**src/rtl/mod7_serial_tx.sv**
```systemverilog
// Serial transmitter: shifts a parallel word out MSB-first, then appends the
// word's residue mod 7 as a 3-bit MSB-first trailer.
module mod7_serial_tx #(
    parameter int unsigned WIDTH = 16
) (
    input  logic             clk,
    input  logic             rst,
    input  logic [WIDTH-1:0] data_in,
    input  logic             in_valid,
    output logic             in_ready,
    output logic             data_out,
    output logic             frame,
    output logic             trailer,
    output logic             done,
    output logic [2:0]       residue
);

    localparam int unsigned CW = $clog2(WIDTH);

    localparam logic [1:0] S_IDLE  = 2'd0;
    localparam logic [1:0] S_DATA  = 2'd1;
    localparam logic [1:0] S_TRAIL = 2'd2;

    logic [1:0]       state_q,    state_d;
    logic [WIDTH-1:0] shift_q,    shift_d;
    logic [CW-1:0]    cnt_q,      cnt_d;
    logic [2:0]       r_q,        r_d;
    logic             data_out_q, data_out_d;
    logic             frame_q,    frame_d;
    logic             trailer_q,  trailer_d;
    logic             done_q,     done_d;
    logic [2:0]       residue_q,  residue_d;

    logic [3:0]       r_sum;
    logic [2:0]       r_step;

    // One step of the residue recurrence: (2*r + bit) mod 7, reduced before storage.
    always_comb begin
        r_sum  = {r_q, shift_q[WIDTH-1]};
        r_step = (r_sum >= 4'd7) ? 3'(r_sum - 4'd7) : r_sum[2:0];
    end

    always_comb begin
        state_d    = state_q;
        shift_d    = shift_q;
        cnt_d      = cnt_q;
        r_d        = r_q;
        data_out_d = data_out_q;
        frame_d    = frame_q;
        trailer_d  = trailer_q;
        done_d     = 1'b0;
        residue_d  = residue_q;

        case (state_q)
            S_IDLE: begin
                data_out_d = 1'b0;
                frame_d    = 1'b0;
                trailer_d  = 1'b0;
                if (in_valid) begin
                    state_d    = S_DATA;
                    shift_d    = data_in;
                    cnt_d      = '0;
                    r_d        = 3'd0;
                    data_out_d = data_in[WIDTH-1];
                    frame_d    = 1'b1;
                end
            end
            S_DATA: begin
                r_d        = r_step;
                shift_d    = {shift_q[WIDTH-2:0], 1'b0};
                cnt_d      = cnt_q + CW'(1);
                data_out_d = shift_q[WIDTH-2];
                // Last payload bit: the first trailer bit comes from the just-finished residue.
                if (cnt_q == CW'(WIDTH - 1)) begin
                    state_d    = S_TRAIL;
                    cnt_d      = '0;
                    data_out_d = r_step[2];
                    trailer_d  = 1'b1;
                end
            end
            S_TRAIL: begin
                cnt_d = cnt_q + CW'(1);
                if (cnt_q == CW'(0)) begin
                    data_out_d = r_q[1];
                end else if (cnt_q == CW'(1)) begin
                    data_out_d = r_q[0];
                    done_d     = 1'b1;
                    residue_d  = r_q;
                end else begin
                    state_d    = S_IDLE;
                    cnt_d      = '0;
                    data_out_d = 1'b0;
                    frame_d    = 1'b0;
                    trailer_d  = 1'b0;
                end
            end
            default: begin
                state_d    = S_IDLE;
                cnt_d      = '0;
                data_out_d = 1'b0;
                frame_d    = 1'b0;
                trailer_d  = 1'b0;
            end
        endcase
    end

    always_ff @(posedge clk or posedge rst) begin
        if (rst) begin
            state_q    <= S_IDLE;
            shift_q    <= '0;
            cnt_q      <= '0;
            r_q        <= 3'd0;
            data_out_q <= 1'b0;
            frame_q    <= 1'b0;
            trailer_q  <= 1'b0;
            done_q     <= 1'b0;
            residue_q  <= 3'd0;
        end else begin
            state_q    <= state_d;
            shift_q    <= shift_d;
            cnt_q      <= cnt_d;
            r_q        <= r_d;
            data_out_q <= data_out_d;
            frame_q    <= frame_d;
            trailer_q  <= trailer_d;
            done_q     <= done_d;
            residue_q  <= residue_d;
        end
    end

    assign in_ready = (state_q == S_IDLE);
    assign data_out = data_out_q;
    assign frame    = frame_q;
    assign trailer  = trailer_q;
    assign done     = done_q;
    assign residue  = residue_q;

endmodule

```
**config.mk**
```make
export PLATFORM = sky130hd
export DESIGN_NAME = mod7_serial_tx
export DESIGN_NICKNAME = d
export VERILOG_FILES = /design/src/rtl/mod7_serial_tx.sv
export SDC_FILE = /design/constraint.sdc
export NUM_CORES = 1
export LEC_CHECK = 0
export CAP_MARGIN = 10
export CORE_AREA = 2 2 67 69
export DETAILED_ROUTE_END_ITERATION = 6
export DIE_AREA = 0 0 69 71
export DONT_BUFFER_PORTS = 1
export MAX_ROUTING_LAYER = met4
export PLACE_DENSITY = 0.66
export SYNTH_ARGS = -nofsm -noshare
export SYNTH_HDL_FRONTEND = slang
export SYNTH_SLANG_ARGS = --single-unit
```
**constraint.sdc**
```tcl
create_clock -name clk -period 3.7 [get_ports clk]
set_clock_uncertainty 0.15 [all_clocks]
set_input_delay 0.925 -clock clk [delete_from_list [all_inputs] [get_ports clk]]
set_output_delay 0.925 -clock clk [all_outputs]
set_load 0.1 [all_outputs]
```
# After elaboration in Yosys (flattened, before gate mapping)
# Cells that the tools add are included.
# classes
n_addsub	2
order_cmp	1
n_eq_ne	8
muxes	29
bitwise_logic	2
reduce_logical	8
# ops
cell	count
16-bit case mux with 2 select lines	1
16-bit two-way mux	1
4-bit two-way mux	4
4-bit case mux with 3 select lines	1
1-bit two-way mux	11
3-bit AND reduction	3
2-bit two-way mux	4
2-bit != test (second input constant)	4
3-bit two-way mux	2
1-bit case mux with 3 select lines	2
2-bit case mux with 3 select lines	1
3-bit case mux with 2 select lines	1
4-bit by 1-bit adder with 4-bit output (second input constant)	1
4-bit by 1-bit == test with 1-bit output (second input constant)	1
4-bit == test (second input constant)	1
4-bit by 3-bit >= comparator with 1-bit output (second input constant)	1
4-bit logical NOT	1
4-bit AND reduction	1
3-bit subtractor (second input constant)	1
2-bit by 1-bit == test with 1-bit output (second input constant)	1
2-bit == test (second input constant)	1
2-bit logical NOT	1
1-bit inverter	2
1-bit case mux with 2 select lines	1
other kinds (2)	2
# word_totals
ff_bits	32
inputBits	19
wordCells	59

# Logic depth before layout (Yosys ltp)
# depth
depth_word	4
ltp_mapped	7
ltp_nobuf	6

# Least setup slack after synthesis
# No wires, ideal clock.
# synth_timing
kind	reg2reg
from	register state_q[0]
to	register shift_q[6]
t_arrival_ps	2199
required_time_ps	3422
slack_ps	1224
path_stages_with_launch	7
n_path_buf	1
period_less_slack_ps	2476
path_cell_list	dfrtp_1 > inv_1 > ha_1 > nand2b_1 > o21ai_2 > buf_2 > o21ai_0
# synth_between
elab_chain_len	3
# synth_lines
item	line	text
start, declared	24	logic [1:0] state_q, state_d;
start signal, assigned	119	state_q <= state_d;
2-bit logical NOT (*)	-	
via in_ready	10	output logic in_ready,
2-bit != test (no source line) or 2-bit nonzero test (tied branches)	-	
2-bit AND reduction (no source line)	-	
end signal, assigned	120	shift_q <= shift_d;
end, declared	25	logic [WIDTH-1:0] shift_q, shift_d;
# The timed path passes the listed nets; every way through them passes the cells marked *.
# A chain may end at the register's enable or synchronous reset.

# Worst setup path after layout
# layout_timing
from	register state_q[0]
to	output in_ready
# layout_between
elab_chain_len	1
# layout_lines
item	line	text
2-bit logical NOT	131	assign in_ready = (state_q == S_IDLE);
end, declared	10	
# No other way between the ends.

==> impl_metrics.ini <==
[status]
status = completed

[setup_path]
required_ps = 2620
critical_path_arrival_ps = 1410
r2r-start = state_q[0]$_DFFE_PP0P_
crit_path_start_kind = flop
rr_worst_depth = 5
critPathKind = reg2out
cp_max_fo = 5
ff2ff_setup_slack_ps = 1440
timing.rr.end = r_q[2]$_DFFE_PP0P_
end_kind = primary output

[final_layout]
area_growth_pct = 10.2
antenna_cells = 0
drive_above_1_share = 0.117
final_cell_mix = dfrtp_1 (32), nand2_1 (22), o21ai_0 (21)
utilization = 0.428
final_common_cell = dfrtp_1
nNetsFinal = 189

[drt]
wl_per_cell_um = 14.8
vias = 1149
viasPerCell = 5.34
wl_um = 3170
drtIter0Drc = 102
ant_nets = 0
remaining_drc_errors = 0
first_pass_iters = 4

[grt]
grt_pass1_vias = 1145
antenna_found_initial = 0
grt_usage = 0.149
top_usage_layer = met2
met1_usage = 0.184
grt_util_met2 = 0.225
grt_pass1_wl_um = 5600
overflow = 0
grt_max_degree = 35
use_met3 = 0.0598

[timing]
rsz0062_at_grt = false
setup_viol = 0
fmax_ghz = 0.402
setup_tns_ps = 0
hold_violations = 0
finalMaxSlewViolations = 0
finalCritPeriodShare = 0.673
max_slew_margin = 0.302
period_minus_slack_ps = 2490
worst_pin_slew_ps = 1050

[pwr]
combPwrFrac = 0.390
p_per_area_mw_per_mm2 = 923
total_power_mw = 1.66
p_clk_frac = 0.199
vdd_drop_max_uv = 394
power.internal_mw = 0.926
netSwitchingFraction = 0.443
leakage_nw = 0.813
switchingPower_mw = 0.736
p_seq_frac = 0.411

[floorplan]
rows = 24
initial_utilization = 0.389
die_w_um = 69
die_y_um = 71
io_pins = 27
die_area_mm2 = 0.00490
core-area_mm2 = 0.00420

[synthesis]
ys_warn_count = 0
synth.distinct_cells = 34
syn_area_per_cell_um2 = 10.3
syn-num-nets = 185
syn_area_mm2 = 0.00163
syn_inst = 158
synth-seq-cells = 32
yosysSeqAreaShare = 0.490

[clock_network]
cts-resized-gates = 0
cts_made_buffers = 5
clk_latency_ps = 290
numClockSinks = 32
cts_root_buffer = clkbuf_8
clk_pin_slew_ps = 60
htreeDepth = 2
cts_tree = built
ctsHoldBuffers = 0
cts_buffer_depth = 2
cts_setup_buffers = 0

[min_path]
holdCritStartpoint = shift_q[2]$_DFFE_PP0P_
holdPathStages = 2
hold_class = reg2reg
min_to = shift_q[2]$_DFFE_PP0P_

[flow_run]
drv_cap = 0

[placed_design]
port-buffer-count = 0
place_congestion = 0.861
hpwlAfterDp_um = 2300
worst max-delay path, cell delays in order, from the launching register on:
cell and delay, ps:
dfrtp_1 400, inv_1 110, ha_1 270, buf_4 350
power groups by stage:
stage | Sequential, mW | Combinational, mW | Clock [mW]
4_1_cts | 0.684 | 0.656 | 0.340
5_1_grt | 0.700 | 0.738 | 0.361
3_5_place_dp | 0.689 | 0.658 | 0
2_1_floorplan | 0.657 | 0.559 | 0
6_report | 0.684 | 0.648 | 0.330
3_3_place_gp | 0.677 | 0.628 | 0
flip-flops by register name, indices dropped and copies added (netlist names):
register / count
trailer: 1
shift_q: 16
data_out: 1
cnt_q: 4
done: 1
state_q: 2
r_q: 3
frame: 1
residue: 3
worst max-delay path by stage:
stage,startpoint,endpoint,slack (ps),depth (start not counted)
global route,state_q[0]$_DFFE_PP0P_,in_ready,1120,3
global placement,in_valid,r_q[2]$_DFFE_PP0P_,1420,4
floorplan,state_q[0]$_DFFE_PP0P_,shift_q[6]$_DFFE_PP0P_,1220,6
detailed placement,in_valid,r_q[2]$_DFFE_PP0P_,1360,4
CTS,state_q[0]$_DFFE_PP0P_,in_ready,1210,3
finish,state_q[0]$_DFFE_PP0P_,in_ready,1210,3
synthesized netlist by cell type:
cell      instances  area share
dfrtp_1          32        0.49
nand2_1          22       0.051
o21ai_0          21       0.064
mux2i_1          16       0.098
inv_1            10       0.023
ha_1              8       0.061
nor2_1            5       0.011
buf_2             4       0.012
mux2_2            4       0.028
nor2b_1           3       0.011
o21ai_1           3      0.0092
a21oi_1           2      0.0061
a31oi_1           2      0.0077
a32o_1            2       0.012
nand2b_1          2      0.0077
nand3_1           2      0.0061
nand3b_1          2      0.0092
nor3b_1           2      0.0092
a21boi_0          1      0.0046
a22o_1            1      0.0054
a32oi_1           1      0.0054
and3_1            1      0.0038
clkbuf_1          1      0.0023
clkbuf_2          1      0.0031
nand2_2           1      0.0038
nand4_1           1      0.0038
o211ai_1          1      0.0046
o21a_1            1      0.0046
o21ai_2           1      0.0054
o22ai_2           1      0.0077
o22ai_4           1       0.012
or3_1             1      0.0038
or3b_4            1      0.0069
xnor2_1           1      0.0054
cells by family (layout without fill, tap and decap cells):
kind of cell,count (synthesis),after routing,synth area share
compound gates,38,38,0.149
mux,20,20,0.126
buf+inv,16,21,0.0406
fa+ha+maj,8,8,0.0613
flops,32,32,0.490
xor+xnor,1,1,0.00536
simple gates,43,43,0.128
layout make-up:
cell class,instances,area [um2]
clock buffers,6,72.6
clock inverters,2,35.0
fillers,426,2400
inverters,10,37.5
multi-input cells,110,767
flip-flops and latches,32,801
well taps,52,65.1
repair buffers,3,22.5
layer usage:
layer | wire length [um] | vias up
li1 | - | 560
met1 | 1410 | 554
met2 | 1520 | 31
met3 | 197 | 4
met4 | 47 | 0
met5 | 0 | -
stage by stage:
stage	instance area (um2)	instances	setup slack (ps)	hold slack [ps]
floorplan	1630	158	1220	300
global placement	1690	207	1420	314
detailed placement	1690	207	1360	330
CTS	1800	215	1210	344
global route	1800	215	1120	368
finish	1800	215	1210	341
Note: power is estimated with default switching activity, not from simulation.
